<file path="config.mk">
export PLATFORM = sky130hd
export DESIGN_NAME = lsu_axi4l
export DESIGN_NICKNAME = d
export VERILOG_FILES = /design/src/rtl/lsu_axi4l.sv
export SDC_FILE = /design/constraint.sdc
export NUM_CORES = 1
export LEC_CHECK = 0
export BUFFER_PORTS_ARGS = -buffer_cell sky130_fd_sc_hd__buf_4
export CAP_MARGIN = 30
export CORE_UTILIZATION = 44
export DETAILED_ROUTE_END_ITERATION = 10
export GPL_TIMING_DRIVEN = 1
export PLACE_DENSITY_LB_ADDON = 0.12
export SLEW_MARGIN = 20
export SYNTH_ARGS = -nofsm -noshare
export SYNTH_HDL_FRONTEND = slang
export SYNTH_SLANG_ARGS = --single-unit
</file>
<file path="constraint.sdc">
create_clock -name clk -period 1.8 [get_ports clk]
set_input_delay 0.09 -clock clk [delete_from_list [all_inputs] [get_ports clk]]
set_output_delay 0.09 -clock clk [all_outputs]
set_load 0.02 [all_outputs]
</file>
<file path="src/rtl/lsu_axi4l.sv">
// Load/store unit between EXU and WBU: one AXI4-Lite read or write per memory op,
// with lane alignment, WSTRB generation, load extension and fault reporting.
module lsu_axi4l #(
    parameter int unsigned XLEN   = 32,
    parameter int unsigned ADDR_W = 32,
    parameter int unsigned PASS_W = 40
) (
    input  logic                clk,
    input  logic                rst,
    input  logic                exu_valid,
    output logic                lsu_ready,
    input  logic [ADDR_W-1:0]   exu_addr,
    input  logic                exu_ren,
    input  logic                exu_wen,
    input  logic [2:0]          exu_op,
    input  logic [XLEN-1:0]     exu_wdata,
    input  logic [PASS_W-1:0]   exu_pass,
    output logic                lsu_valid,
    input  logic                wbu_ready,
    output logic [ADDR_W-1:0]   lsu_addr,
    output logic [XLEN-1:0]     lsu_rdata,
    output logic [1:0]          lsu_fault,
    output logic [PASS_W-1:0]   lsu_pass,
    output logic                prerequest,
    output logic [ADDR_W-1:0]   ARADDR,
    output logic                ARVALID,
    input  logic                ARREADY,
    input  logic [XLEN-1:0]     RDATA,
    input  logic [1:0]          RRESP,
    input  logic                RVALID,
    output logic                RREADY,
    output logic [ADDR_W-1:0]   AWADDR,
    output logic                AWVALID,
    input  logic                AWREADY,
    output logic [XLEN-1:0]     WDATA,
    output logic [XLEN/8-1:0]   WSTRB,
    output logic                WVALID,
    input  logic                WREADY,
    input  logic [1:0]          BRESP,
    input  logic                BVALID,
    output logic                BREADY
);

    localparam int unsigned OFS_W  = $clog2(XLEN/8);
    localparam int unsigned STRB_W = XLEN/8;

    typedef enum logic [2:0] {IDLE, RD_A, RD_D, WR, WR_B, DONE} state_t;

    state_t          state;
    logic [2:0]      op_q;

    logic             mem_c;
    logic             misalign_c;
    logic [OFS_W-1:0] acc_ofs_c;
    logic [STRB_W-1:0] size_mask_c;
    logic [STRB_W-1:0] strb_c;
    logic [XLEN-1:0]  wdata_sh_c;
    logic [OFS_W-1:0] rd_ofs_c;
    logic [XLEN-1:0]  rsh_c;
    logic [XLEN-1:0]  keep_c;
    logic             sbit_c;
    logic [XLEN-1:0]  rext_c;
    logic             aw_done_c;
    logic             w_done_c;
    logic             unused_c;

    assign mem_c      = exu_ren | exu_wen;
    assign acc_ofs_c  = exu_addr[OFS_W-1:0];
    assign prerequest = exu_valid & lsu_ready & mem_c;
    assign unused_c   = ^{RRESP[0], BRESP[0]};

    // Alignment check and store lane placement for the op being offered
    always_comb begin
        misalign_c  = 1'b0;
        size_mask_c = STRB_W'(8'h01);
        case (exu_op[1:0])
            2'b00: begin
                misalign_c  = 1'b0;
                size_mask_c = STRB_W'(8'h01);
            end
            2'b01: begin
                misalign_c  = exu_addr[0];
                size_mask_c = STRB_W'(8'h03);
            end
            2'b10: begin
                misalign_c  = |exu_addr[1:0];
                size_mask_c = STRB_W'(8'h0f);
            end
            default: begin
                misalign_c  = (XLEN < 64) ? 1'b1 : |exu_addr[2:0];
                size_mask_c = STRB_W'(8'hff);
            end
        endcase
        strb_c     = size_mask_c << acc_ofs_c;
        wdata_sh_c = exu_wdata << {acc_ofs_c, 3'b000};
    end

    // Load lane extraction and sign/zero extension from the latched address and op
    always_comb begin
        rd_ofs_c = lsu_addr[OFS_W-1:0];
        rsh_c    = RDATA >> {rd_ofs_c, 3'b000};
        keep_c   = '1;
        sbit_c   = 1'b0;
        case (op_q[1:0])
            2'b00: begin
                keep_c = XLEN'(8'hff);
                sbit_c = rsh_c[7];
            end
            2'b01: begin
                keep_c = XLEN'(16'hffff);
                sbit_c = rsh_c[15];
            end
            2'b10: begin
                keep_c = XLEN'(32'hffff_ffff);
                sbit_c = rsh_c[31];
            end
            default: begin
                keep_c = '1;
                sbit_c = 1'b0;
            end
        endcase
        rext_c = (rsh_c & keep_c) | (~keep_c & {XLEN{sbit_c & ~op_q[2]}});
    end

    assign aw_done_c = ~AWVALID | AWREADY;
    assign w_done_c  = ~WVALID  | WREADY;

    // Control FSM; every output above prerequest is a register here
    always_ff @(posedge clk or negedge rst) begin
        if (!rst) begin
            state     <= IDLE;
            op_q      <= '0;
            lsu_ready <= 1'b1;
            lsu_valid <= 1'b0;
            lsu_addr  <= '0;
            lsu_rdata <= '0;
            lsu_fault <= '0;
            lsu_pass  <= '0;
            ARADDR    <= '0;
            ARVALID   <= 1'b0;
            RREADY    <= 1'b0;
            AWADDR    <= '0;
            AWVALID   <= 1'b0;
            WDATA     <= '0;
            WSTRB     <= '0;
            WVALID    <= 1'b0;
            BREADY    <= 1'b0;
        end else begin
            case (state)
                IDLE: begin
                    if (exu_valid) begin
                        lsu_ready <= 1'b0;
                        lsu_addr  <= exu_addr;
                        lsu_pass  <= exu_pass;
                        op_q      <= exu_op;
                        lsu_rdata <= '0;
                        lsu_fault <= 2'b00;
                        if (!mem_c) begin
                            lsu_valid <= 1'b1;
                            state     <= DONE;
                        end else if (misalign_c) begin
                            lsu_fault <= 2'b01;
                            lsu_valid <= 1'b1;
                            state     <= DONE;
                        end else if (exu_ren) begin
                            ARADDR  <= exu_addr;
                            ARVALID <= 1'b1;
                            state   <= RD_A;
                        end else begin
                            AWADDR  <= exu_addr;
                            AWVALID <= 1'b1;
                            WDATA   <= wdata_sh_c;
                            WSTRB   <= strb_c;
                            WVALID  <= 1'b1;
                            state   <= WR;
                        end
                    end
                end
                RD_A: begin
                    if (ARREADY) begin
                        ARVALID <= 1'b0;
                        RREADY  <= 1'b1;
                        state   <= RD_D;
                    end
                end
                RD_D: begin
                    if (RVALID) begin
                        RREADY    <= 1'b0;
                        lsu_valid <= 1'b1;
                        state     <= DONE;
                        if (RRESP[1]) begin
                            lsu_fault <= 2'b10;
                        end else begin
                            lsu_rdata <= rext_c;
                        end
                    end
                end
                WR: begin
                    // AW and W complete independently, possibly on the same edge
                    if (AWREADY) begin
                        AWVALID <= 1'b0;
                    end
                    if (WREADY) begin
                        WVALID <= 1'b0;
                    end
                    if (aw_done_c && w_done_c) begin
                        BREADY <= 1'b1;
                        state  <= WR_B;
                    end
                end
                WR_B: begin
                    if (BVALID) begin
                        BREADY    <= 1'b0;
                        lsu_valid <= 1'b1;
                        state     <= DONE;
                        if (BRESP[1]) begin
                            lsu_fault <= 2'b10;
                        end
                    end
                end
                DONE: begin
                    if (wbu_ready) begin
                        lsu_valid <= 1'b0;
                        lsu_ready <= 1'b1;
                        state     <= IDLE;
                    end
                end
                default: begin
                    state <= IDLE;
                end
            endcase
        end
    end

endmodule

</file>
=== Yosys cells after proc, flatten, opt, wreduce, memory -nomap -nowiden ===
Index checks and enable logic that the tools add are counted.

* Bits in writable memories: 0
* Memories kept: 0
* Input port bits: 154
* Bits in latches: 0
* ROM bits: 0
* Bits in registers: 219
* Word-level logic and storage cells: 142

* Order comparisons: 0
* Add/sub/neg operators: 0
* Equality and inequality tests: 25
* Bitwise logic cells: 15
* Shift operators: 3
* Reductions and logical operators: 26
* Multiplexer cells: 56
* Div/mod/pow operators: 0
* Multipliers: 0

{| class="wikitable"
|+ Operators by type and width
! operator !! number
|-
| $pmux W32 S2 || 2
|-
| $mux W32 || 3
|-
| $and A32 B32 Y32 || 2
|-
| $reduce_and A6 Y1 || 6
|-
| $not A32 Y32 || 1
|-
| $or A32 B32 Y32 || 1
|-
| $shl A32 B5 Y32 || 1
|-
| $shr A32 B5 Y32 || 1
|-
| $ne A2 B2 Y1 const B || 15
|-
| $mux W1 || 25
|-
| $mux W3 || 8
|-
| $pmux W3 S6 || 1
|-
| $mux W2 || 6
|-
| $pmux W1 S2 || 6
|-
| $reduce_bool A2 Y1 || 6
|-
| $reduce_and A5 Y1 || 2
|-
| $reduce_and A3 Y1 || 3
|-
| $pmux W4 S2 || 1
|-
| $eq A3 B2 Y1 const B || 2
|-
| $eq A3 B3 Y1 const B || 2
|-
| $pmux W1 S3 || 2
|-
| $pmux W2 S3 || 1
|-
| $not A1 Y1 || 5
|-
| $eq A2 B1 Y1 const B || 2
|-
| other kinds (15) || 21
|}

=== Logic depth before layout (Yosys ltp) ===
Gate-level depths: netlist of run 1.

* Depth after elaboration: 8
* Depth in mapped cells: 7
* Gate-level depth less buffers: 4

=== Least setup slack after synthesis of run 1 ===
Ideal clock, no wire load.

* Kind: reg-to-reg
* Start: reg lsu_addr[1]
* End: reg lsu_rdata[21]
* Data arrival time: 1,833 ps
* Clock period less this slack: 1,959 ps
* Setup slack: -159 ps
* Library setup time: 126 ps
* Data required time: 1,674 ps
* Cell stages (with the launch flop): 7
* Path through: dfrtp_1 > buf_2 > mux4_2 > nor2_1 > a2111oi_4 > buf_2 > a221o_1

* Word-level cells in the longest chain between the ends: 8

{| class="wikitable"
|+ Ends and longest elaborated chain
! item !! line !! source
|-
| start, declared || 20 || <nowiki>output logic [ADDR_W-1:0] lsu_addr,</nowiki>
|-
| start signal, assigned || 153 || <nowiki>lsu_addr <= exu_addr;</nowiki>
|-
| $shr A32 B5 Y32 * || 101 || <nowiki>rsh_c = RDATA >> {rd_ofs_c, 3'b000};</nowiki>
|-
| $pmux W1 S3 || 104 || <nowiki>case (op_q[1:0])</nowiki>
|-
| $and A1 B1 Y1 || 122 || <nowiki>rext_c = (rsh_c & keep_c) | (~keep_c & {XLEN{sbit_c & ~op_q[2]}});</nowiki>
|-
| $and A32 B32 Y32 || 122 ||
|-
| $or A32 B32 Y32 * || 122 ||
|-
| $mux W32 * || 191 || <nowiki>if (RRESP[1]) begin</nowiki>
|-
| $mux W32 * || 187 || <nowiki>if (RVALID) begin</nowiki>
|-
| $pmux W32 S2 * || 149 || <nowiki>case (state)</nowiki>
|-
| end signal, assigned || 194 || <nowiki>lsu_rdata <= rext_c;</nowiki>
|-
| end, declared || 21 || <nowiki>output logic [XLEN-1:0] lsu_rdata,</nowiki>
|}

Every way passes the cells marked *; elsewhere a longest branch is shown, timed or not. The select of a mux whose other input is x is not followed.
A chain may end at the register's enable or synchronous reset.

=== Final worst setup path of run 1 ===
* Start: reg state[2]
* End: reg AWADDR[12]

* Word-level cells in the longest chain between the ends: 2

{| class="wikitable"
|+ Ends and longest elaborated chain
! item !! line !! source
|-
| start, declared || 49 || <nowiki>state_t state;</nowiki>
|-
| start signal, assigned || 131 || <nowiki>state <= IDLE;</nowiki>
|-
| start signal, assigned || 160 || <nowiki>state <= DONE;</nowiki>
|-
| start signal, assigned || 164 || <nowiki>state <= DONE;</nowiki>
|-
| $logic_not A3 Y1 || 149 ||
|-
| $reduce_and A5 Y1 (no line) || - ||
|-
| end signal, assigned || 170 || <nowiki>AWADDR <= exu_addr;</nowiki>
|-
| end, declared || 32 || <nowiki>output logic [ADDR_W-1:0] AWADDR,</nowiki>
|}

No other way between the ends.

==> impl_metrics.py, run 1 <==
metrics = {
    "place": {
        "dp_cells": 1358,
        "gp_congestion": 0.8857,
        "post-place-ws_ps": -156.4,
        "place_hpwl_mm": 20.04,
        "port_buffers": 365,
    },
    "yosys": {
        "synth_cell_types": 44,
        "syn_nets": 882,
        "synth_adder_area_share_pct": 0,
        "synth_top_flop_cell": "dfrtp_1",
        "synth-simple-area-share_pct": 6.464,
        "synth_top_family_by_area": "multiplexers",
        "synthMuxAreaShare_pct": 22.91,
        "synth_area_leader_cell": "dfrtp_1",
        "synthArstFlopShare_pct": 100.0,
        "synth_enable_flop_cells": 0,
        "synthCells": 728,
        "synth_compound_area_share_pct": 9.582,
        "yosys_warnings": 0,
        "synth_area_sq_um": 9349,
        "ys_ff_latch": 219,
        "synth_xor_area_share_pct": 0,
        "synth_area_per_cell_sq_um": 12.84,
        "ys_seq_area_share_pct": 58.63,
        "yosysTopAreaCellShare_pct": 58.35,
        "synth_area_leaders": "dfrtp_1 (58%), mux2_2 (14%), mux2_1 (4.9%), mux2i_1 (3.6%), nand2_1 (2.3%)",
    },
    "detailed_routing": {
        "routed_wl_mm": 30.87,
        "drc_errors": 0,
        "vias": 7988,
        "viasPerCell": 5.235,
        "drt_iter0_markers": 376,
        "first_pass_iters": 5,
        "drt-wirelength-per-cell_um": 20.23,
        "ant_nets": 0,
    },
    "sta": {
        "fin_crit_sh_pct": 98.79,
        "setup_viol": 0,
        "hold_ws_ps": 10.89,
        "layout_min_cycle_time_ps": 1778,
        "relSlewSlack_pct": 45.82,
        "drv_slew": 0,
        "fmax_mhz": 562.3,
        "timing.final.ws_setup_ps": 21.74,
        "worst_slew_pin_slew_ps": 811.1,
        "finClkSkew_ps": 14.82,
        "tns_ps": 0,
        "hold_viol": 0,
        "rsz0062_at_grt": "true",
    },
    "pwr": {
        "powerDensity_nw_per_um2": 1731,
        "sequentialPowerShare_pct": 33.0,
        "leakage_nw": 7.284,
        "switchingPower_mw": 9.772,
        "clkPwrFrac_pct": 20.0,
        "combPwrFrac_pct": 47.0,
        "peakVddDrop_uv": 1309,
        "p_int_mw": 16.13,
        "swShare_pct": 37.73,
    },
    "global_route": {
        "grt_max_degree": 82,
        "grt_util_met3_pct": 6.698,
        "grt_use_met2_pct": 47.10,
        "grt_pass1_vias": 8246,
        "grt_usage_pct": 27.03,
        "use_met1_pct": 33.09,
        "antenna_found_initial": 0,
        "grt_overflow": 0,
        "grt_pass1_wl_mm": 46.23,
        "busiest_layer": "met2",
    },
    "clock_tree": {
        "ctsHtreeMaxLevel": 1,
        "cts_buffers": 24,
        "clkTransAtPathRegs_ps": 60,
        "worstSkewPairLatency_ps": 520,
        "cts_buffer_depth": 3,
        "cts_tree": "built",
        "cts.sinks": 219,
        "root_buffer": "clkbuf_16",
    },
    "final_layout": {
        "n_antenna_cell": 0,
        "multi_input_area_sq_um": 3775,
        "nFillCells": 1391,
        "drive_gt1_share_pct": 48.49,
        "area_delta_synth_final_pct": 60.08,
        "ff_latch_area_sq_um": 5483,
        "finalNonFillerCells": 1526,
        "nets": 1393,
    },
    "worst_setup_path": {
        "crit_type": "reg2reg",
        "startpoint_type": "register",
        "cp.required_ps": 2200,
        "crit_arrival_ps": 2180,
        "reg2reg_depth": 6,
        "worstSetupEndpointType": "register",
        "r2r-end": "AWADDR[12]",
        "worst-path-max-fanout": 10,
        "reg2reg_slack_ps": 20,
        "rr_startpoint": "state[2]",
    },
    "outcome": {
        "status": "completed",
    },
    "job": {
        "maxCapViolCount": 0,
    },
    "floorplan": {
        "core_area_sq_um": 20560,
        "core.rowCount": 52,
        "die-width_um": 147.8,
        "dieArea_sq_um": 21830,
        "pin_count": 368,
        "initial_core_util_pct": 45.47,
        "chipHeight_um": 147.8,
    },
    "worst_hold_path": {
        "holdPathEnd": "WDATA[22]",
        "worst_hold_path_type": "in2reg",
        "min_from": "exu_wdata[14]",
        "hold_depth": 5,
    },
}
-- cells in the final DEF, fill, tap and decap left out, types with 2 or more instances in the layout --
master / netlist / routed
buf_4: 0 / 395
dfrtp_1: 218 / 217
dlygate4sd3_1: 0 / 118
mux2_2: 117 / 117
nand2_1: 57 / 57
a21oi_1: 39 / 39
mux2i_1: 34 / 34
clkbuf_16: 0 / 27
nor2_1: 28 / 26
o21ai_0: 27 / 25
mux2_1: 41 / 21
mux2_4: 0 / 20
a221o_1: 16 / 16
o21ai_1: 13 / 14
nor2b_1: 13 / 13
buf_12: 0 / 10
nand2b_1: 8 / 8
a211oi_1: 8 / 8
a22o_1: 7 / 7
inv_1: 6 / 6
o31ai_1: 9 / 6
clkinv_2: 0 / 6
clkbuf_1: 25 / 5
buf_6: 0 / 5
or2_2: 4 / 4
bufinv_16: 0 / 4
nor3_1: 3 / 3
o31ai_2: 0 / 3
nor3b_1: 3 / 3
a32oi_1: 3 / 3
clkbuf_8: 0 / 3
nand3b_1: 2 / 2
nand3_1: 3 / 2
a31oi_1: 2 / 2
-- power by group through the flow --
| stage | clock (mW) | sequential (mW) | combinational [mW] |
|---|---|---|---|
| floorplan | 0 | 10.9 | 3.70 |
| global placement | 0 | 8.40 | 11.4 |
| detailed placement | 0 | 8.51 | 11.6 |
| CTS | 5.21 | 8.47 | 11.8 |
| global route | 5.42 | 8.79 | 12.8 |
| finish | 5.18 | 8.54 | 12.2 |
-- cell type report --
type	count	area share, %
clock buffers	32	4.414
inverters	6	0.1505
clock inverters	11	1.112
multi-input cells	455	25.22
flip-flops and latches	219	36.64
repair buffers	533	30.21
well taps	270	2.257
-- through the flow --
step / util (%) / power, mW / area, sq um
after global routing: 72.79 / 27.04 / 14970
after CTS: 71.71 / 25.52 / 14740
after global placement: 61.81 / 19.80 / 12710
after floorplan: - / 14.64 / 9380
after detailed placement: 61.81 / 20.08 / 12710
final: 72.79 / 25.90 / 14970
-- worst max path at each step --
stage                      from       endpoint  slack, ps  depth (start not counted)
floorplan              state[1]   lsu_addr[16]        -10                          5
global placement    lsu_addr[1]  lsu_rdata[30]        -60                          4
detailed placement  lsu_addr[1]  lsu_rdata[23]       -160                          4
CTS                    state[2]  lsu_rdata[23]         20                          5
global route           state[2]     AWADDR[13]        -50                          6
finish                 state[2]     AWADDR[12]         20                          6
-- state kept, by name, summed over array words and instances (netlist names), 2 cells and up --
signal and flops:
lsu_rdata 32, lsu_pass 40, lsu_fault 2, state 3, lsu_addr 32, AWADDR 32, op_q 3, WDATA 32
WSTRB 4, ARADDR 32
-- what timing repair did --
item,4_1_cts,5_1_grt
setup endpoints to repair,54,71
hold endpoints to repair,412,0
setup buffers,2,1
pin swaps,2,0
hold buffers,118,0
resized for setup,0,34
cloned,0,4
-- critical path, cell delays in order (launching register included) --
cell and delay [ps]:
dfrtp_1 420, nor4b_4 290, buf_4 180, o2111ai_4 140
buf_12 180, buf_12 150, mux2_1 320
-- synthesized netlist by cell type (2+ instances only) --
master / number
a2bb2oi_1: 2
o31ai_1: 9
or2_2: 4
o21ai_1: 13
nand3b_1: 2
buf_1: 5
a22o_1: 7
inv_1: 6
a211oi_1: 8
nand2_1: 57
clkbuf_1: 25
a31oi_1: 2
mux2i_1: 34
nor2b_1: 13
nor3_1: 3
a21oi_1: 39
mux2_2: 117
nand3_1: 3
dfrtp_1: 218
buf_2: 18
nor3b_1: 3
a32oi_1: 3
a221o_1: 16
nand2b_1: 8
o21ai_0: 27
nor2_1: 28
mux2_1: 41
-- cell families after synthesis --
family | count (synthesis)
compound gates | 135
mux | 193
flops | 219
buf+inv | 54
simple gates | 127
-- layer usage --
layer  part of all wire [%]  vias to the layer above
met3                    7.6                       63
met1                     39                     3952
met4                    3.0                        0
met2                     51                      337
li1                       -                     3636
met5                      0                        -
Note: power is estimated with default switching activity, not from simulation.
==> inputs of run 2 (changes only) <==
--- a/config.mk
+++ b/config.mk
@@ -7,6 +7,7 @@
 export LEC_CHECK = 0
 export BUFFER_PORTS_ARGS = -buffer_cell sky130_fd_sc_hd__buf_4
 export CAP_MARGIN = 30
+export CORE_ASPECT_RATIO = 1.2
 export CORE_UTILIZATION = 44
 export DETAILED_ROUTE_END_ITERATION = 10
 export GPL_TIMING_DRIVEN = 1
==> run 2 against run 1 <==
  * Maximum frequency is 2.9% lower
  * Die area hardly changed
  * Cell count is 0.79% higher
  * The flow now finishes with violations (negative setup slack)
==> impl_metrics.py, run 2 (synthesis gave the netlist of run 1 again) <==
metrics = {
    "outcome": {
        "status": "finished with violations",
        "failed_checks": "negative setup slack",
    },
    "worst_hold_path": {
        "min_from": "exu_wdata[20]",
        "worst_hold_path_type": "in2reg",
    },
    "sta": {
        "rsz0062_at_grt": "true",
        "hold_ws_ps": 0.8824,
        "fin_crit_sh_pct": 101.7,
        "worst_slew_pin_slew_ps": 748.3,
        "fmax_mhz": 546.2,
        "relSlewSlack_pct": 50.01,
        "hold_viol": 0,
        "drv_slew": 0,
        "tns_ps": -387.2,
        "finClkSkew_ps": 15.64,
        "timing.final.ws_setup_ps": -30.71,
        "setup_viol": 34,
        "layout_min_cycle_time_ps": 1831,
    },
    "place": {
        "place_hpwl_mm": 19.14,
        "port_buffers": 365,
        "dp_cells": 1362,
        "gp_congestion": 0.8460,
    },
    "clock_tree": {
        "cts_tree": "built",
        "cts_buffers": 24,
        "worstSkewPairLatency_ps": 520,
        "cts.sinks": 219,
        "cts_buffer_depth": 3,
        "clkTransAtPathRegs_ps": 60,
        "root_buffer": "clkbuf_16",
        "ctsHtreeMaxLevel": 1,
    },
    "global_route": {
        "grt_pass1_wl_mm": 45.13,
        "grt_max_degree": 56,
        "grt_pass1_vias": 8391,
        "grt_overflow": 0,
        "antenna_found_initial": 0,
        "grt_usage_pct": 26.35,
    },
    "worst_setup_path": {
        "crit_type": "reg2reg",
        "worst-path-max-fanout": 10,
        "critPathSlowestCell": "dfrtp_1",
        "rr_startpoint": "state[1]",
        "slowest_delay_ps": 400,
        "crit_start": "state[1]",
        "worstSetupEndpointType": "register",
        "startpoint_type": "register",
        "cp.required_ps": 2190,
        "cp_cell_sequence": "buf_6 -> nor4b_4 -> buf_4 -> o2111ai_4 -> buf_12 -> buf_16 -> mux2_1",
        "crit_arrival_ps": 2220,
    },
    "job": {
        "maxCapViolCount": 0,
    },
    "final_layout": {
        "largest_reg_flops": 40,
        "nets": 1404,
        "layout_common_cells": "buf_4 (400), dfrtp_1 (216), dlygate4sd3_1 (120)",
        "n_antenna_cell": 0,
        "final_common_cell": "buf_4",
        "finalNonFillerCells": 1538,
        "largest_register": "lsu_pass",
        "fin_util_pct": 73.29,
        "area_delta_synth_final_pct": 63.85,
        "drive_gt1_share_pct": 50.71,
    },
    "pwr": {
        "peakVddDrop_uv": 1432,
        "switchingPower_mw": 9.667,
        "leakage_nw": 7.442,
        "finalPower_mw": 26.37,
        "swShare_pct": 36.66,
        "p_int_mw": 16.70,
        "sequentialPowerShare_pct": 32.2,
        "combPwrFrac_pct": 46.6,
        "clkPwrFrac_pct": 21.2,
        "powerDensity_nw_per_um2": 1722,
    },
    "floorplan": {
        "core.rowCount": 58,
        "die-width_um": 135.1,
        "dieArea_sq_um": 21840,
        "core_area_sq_um": 20900,
        "pin_count": 368,
        "initial_core_util_pct": 44.73,
        "chipHeight_um": 161.7,
    },
    "detailed_routing": {
        "drt_iter0_markers": 413,
        "top_layer": "met4",
        "drc_errors": 0,
        "first_pass_iters": 4,
        "routed_wl_mm": 29.42,
        "ant_nets": 0,
        "dr_wl_met3_mm": 2.176,
        "vias": 7943,
        "wirelength_met1_mm": 11.45,
        "drt-wirelength-per-cell_um": 19.13,
        "wl_met2_mm": 14.90,
        "viasPerCell": 5.164,
    },
}
[run 2: metrics by stage]
step	instance area [sq um]	worst slack [ps]
after floorplan	9380	-12.54
after global placement	12740	-129.2
after detailed placement	12740	-172.4
after CTS	15140	-26.25
after global routing	15320	-72.84
final	15320	-30.71
[run 2: final cells by class]
cell class | count | area, sq um
Clock buffer | 34 | 729.5
Inverter | 6 | 22.52
Clock inverter | 10 | 192.7
Sequential cell | 219 | 5484
Multi-Input combinational cell | 456 | 3899
Fill cell | 1422 | 5582
Tap cell | 270 | 337.8
Timing Repair Buffer | 543 | 4653
[run 2: final timing paths]
path	end	slack (ps)	cells after the start
worst max-delay path	WDATA[27]	-30	7
worst min-delay path	WDATA[20]	0.9	5
worst max register to register	WDATA[27]	-30	7
worst min register to register	WDATA[10]	480	2
max in group asynchronous	lsu_pass[20]	1050	3
min in group asynchronous	WDATA[22]	90	2
[run 2: repair_timing]
item / in CTS / in global routing
cloned: 4 / 3
pin swaps: 8 / 3
endpoints found under the hold margin: 413 / 0
gates resized for setup: 23 / 44
hold buffers: 120 / 0
buffers inserted: 6 / 0
endpoints found under the setup margin: 182 / 158
[run 2: routing by layer]
| layer | up-vias | track usage (%) |
|---|---|---|
| met3 | 63 | 6.242 |
| met2 | 309 | 45.71 |
| li1 | 3668 | - |
| met5 | - | 0 |
| met1 | 3903 | 31.97 |
| met4 | 0 | 9.091 |
[run 2: power by group through the flow]
stage | logic (mW) | registers, mW | clock network (mW)
floorplan | 3.70 | 10.9 | 0
global placement | 11.4 | 8.37 | 0
detailed placement | 11.6 | 8.48 | 0
CTS | 12.0 | 8.43 | 5.71
global route | 13.0 | 8.75 | 5.89
finish | 12.3 | 8.48 | 5.60
[run 2: critical path: cells and delay by family, from the launching register on]
family,cells,cell delay (ps)
buffers and inverters,4,670
flip-flops,1,400
multiplexers,1,310
AND/OR/NAND/NOR,1,200
AO/OA/AOI/OAI,1,120
==> inputs of run 3 (changes only) <==
--- a/config.mk
+++ b/config.mk
@@ -11,7 +11,7 @@
 export CORE_UTILIZATION = 44
 export DETAILED_ROUTE_END_ITERATION = 10
 export GPL_TIMING_DRIVEN = 1
-export PLACE_DENSITY_LB_ADDON = 0.12
+export PLACE_DENSITY = 0.74
 export SLEW_MARGIN = 20
 export SYNTH_ARGS = -nofsm -noshare
 export SYNTH_HDL_FRONTEND = slang
==> run 3 against run 2 <==
  * The run now ends clean
  * Wire length is 2.4% lower
  * Clock skew is 3.8 ps lower
  * Sequential power barely moved
  * First-iteration DRC count fell by 13%
  * Largest cell class unchanged
  * Largest power group unchanged
  * Highest routed layer unchanged
==> impl_metrics.py, run 3 (synthesis gave the netlist of run 1 again) <==
metrics = {
    "outcome": {
        "status": "completed",
    },
    "detailed_routing": {
        "drc_errors": 0,
        "ant_nets": 0,
        "viasPerCell": 5.242,
        "first_pass_iters": 5,
        "drt-wirelength-per-cell_um": 18.93,
        "vias": 7947,
        "routed_wl_mm": 28.70,
        "drt_iter0_markers": 361,
    },
    "global_route": {
        "grt_util_met3_pct": 5.993,
        "grt_overflow": 0,
        "grt_use_met2_pct": 44.52,
        "grt_usage_pct": 25.89,
        "use_met1_pct": 29.98,
        "grt_max_degree": 78,
        "grt_pass1_vias": 8212,
        "busiest_layer": "met2",
        "antenna_found_initial": 1,
        "grt_pass1_wl_mm": 44.19,
    },
    "final_layout": {
        "largest_reg_flops": 40,
        "ff_latch_area_sq_um": 5484,
        "nets": 1387,
        "largest_register": "lsu_pass",
        "drive_gt1_share_pct": 46.67,
        "finalNonFillerCells": 1516,
        "nFillCells": 1449,
        "design_area_sq_um": 14700,
        "area_delta_synth_final_pct": 57.21,
        "final_common_cell": "buf_4",
        "layout_common_cells": "buf_4 (393), dfrtp_1 (216), dlygate4sd3_1 (122)",
        "multi_input_area_sq_um": 3734,
        "fin_util_pct": 70.32,
    },
    "place": {
        "place_hpwl_mm": 19.20,
        "dp_cells": 1354,
        "gp_congestion": 0.8773,
        "dpl_cell_area_sq_um": 12680,
        "post-place-ws_ps": -151.1,
        "port_buffers": 365,
    },
    "floorplan": {
        "chipHeight_um": 161.7,
        "die-width_um": 135.1,
        "core.rowCount": 58,
        "pin_count": 368,
        "dieArea_sq_um": 21840,
        "initial_core_util_pct": 44.73,
        "core_area_sq_um": 20900,
    },
    "worst_setup_path": {
        "slowest_delay_ps": 440,
        "path_depth": 5,
        "rr_startpoint": "state[2]",
        "cp_cell_sequence": "nor4b_4 -> buf_4 -> o2111ai_4 -> buf_12 -> mux2_1",
        "worst-path-max-fanout": 36,
        "reg2reg_slack_ps": 30,
        "cp_num_buf_inv": 2,
        "startpoint_type": "register",
        "crit_arrival_ps": 2150,
        "crit_type": "reg2reg",
        "reg2reg_depth": 5,
        "worstSetupEndpointType": "register",
        "cp_top_family": "flip-flops",
        "critPathSlowestCell": "dfrtp_2",
        "crit_start": "state[2]",
        "cp.required_ps": 2180,
    },
    "clock_tree": {
        "worstSkewPairLatency_ps": 500,
        "cts_tree": "built",
        "cts_buffer_depth": 3,
        "cts.sinks": 219,
        "cts_buffers": 23,
        "root_buffer": "clkbuf_16",
        "ctsHtreeMaxLevel": 1,
        "clkTransAtPathRegs_ps": 60,
    },
    "sta": {
        "fin_crit_sh_pct": 98.10,
        "fmax_mhz": 566.3,
        "setup_viol": 0,
        "relSlewSlack_pct": 46.26,
        "finClkSkew_ps": 11.88,
        "rsz0062_at_grt": "true",
        "hold_viol": 0,
        "drv_slew": 0,
        "worst_slew_pin_slew_ps": 804.4,
        "timing.final.ws_setup_ps": 34.21,
        "layout_min_cycle_time_ps": 1766,
    },
    "worst_hold_path": {
        "hold_depth": 5,
        "worst_hold_path_type": "in2reg",
        "min_from": "RDATA[3]",
    },
    "pwr": {
        "peakVddDrop_uv": 1289,
        "powerDensity_nw_per_um2": 1700,
        "leakage_nw": 7.110,
    },
    "job": {
        "maxCapViolCount": 0,
    },
}
==> run 3: cell types whose count changed in the layout (fill, tap and decap cells not counted), sizes merged <==
cell,change
dlygate4sd3,+2
clkbuf,-3
o21ai,-1
buf,-16
diode,+1
clkinvlp,-1
clkinv,-1
bufinv,-3
==> run 3: metal layers <==
| layer | share of wire (%) | wire length (um) |
|---|---|---|
| met2 | 51 | 14550 |
| met3 | 6.9 | 1984 |
| met1 | 37 | 10660 |
| met4 | 5.2 | 1506 |
| met5 | 0 | 0 |
==> run 3: metrics by stage <==
stage          TNS, ps  hold slack (ps)  total power [mW]
3_3_place_gp     -1932           -20.02             19.69
4_1_cts              0            15.22             24.86
3_5_place_dp     -3111           -20.17             19.98
5_1_grt          -1668            33.49             26.20
6_report             0            39.40             24.98
2_1_floorplan   -403.7           -205.6             14.64
==> run 3: tightest hold or removal path: cells and delay by family <==
kind | cells | cell delay [ps]
AO/OA/AOI/OAI | 2 | 190
buffers and inverters | 1 | 80
multiplexers | 1 | 60
AND/OR/NAND/NOR | 1 | 80
==> run 3: where the power goes <==
group | switching (mW) | internal [mW] | leakage, nW | total (mW)
combinational | 6.19 | 5.70 | 4.02 | 11.9
clock | 1.89 | 2.71 | 0.346 | 4.59
sequential | 1.36 | 7.14 | 2.74 | 8.50
total | 9.43 | 15.5 | 7.11 | 25.0
==> run 3: what timing repair did <==
| item | 4_1_cts | 5_1_grt |
|---|---|---|
| pin swaps | 2 | 0 |
| buffers inserted | 2 | 0 |
| endpoints found under the hold margin | 417 | 0 |
| setup endpoints to repair | 127 | 115 |
| hold buffers | 122 | 0 |
| gates resized for setup | 3 | 13 |
==> run 3: final cells by class <==
type                       instances  area share, %
inverter                           6         0.1532
clock buffer                      32          4.282
sequential                       219          37.31
tap                              270          2.298
clock inverter                     5         0.5363
timing repair buffer             528          30.00
multi-input combinational        455          25.40
antenna                            1        0.01703
==> run 3: final timing paths <==
kind,endpoint
setup / recovery,AWADDR[15]
hold / removal,lsu_rdata[3]
setup reg to reg,AWADDR[15]
hold reg to reg,WDATA[10]
max in group asynchronous,lsu_pass[35]
min in group asynchronous,lsu_rdata[12]
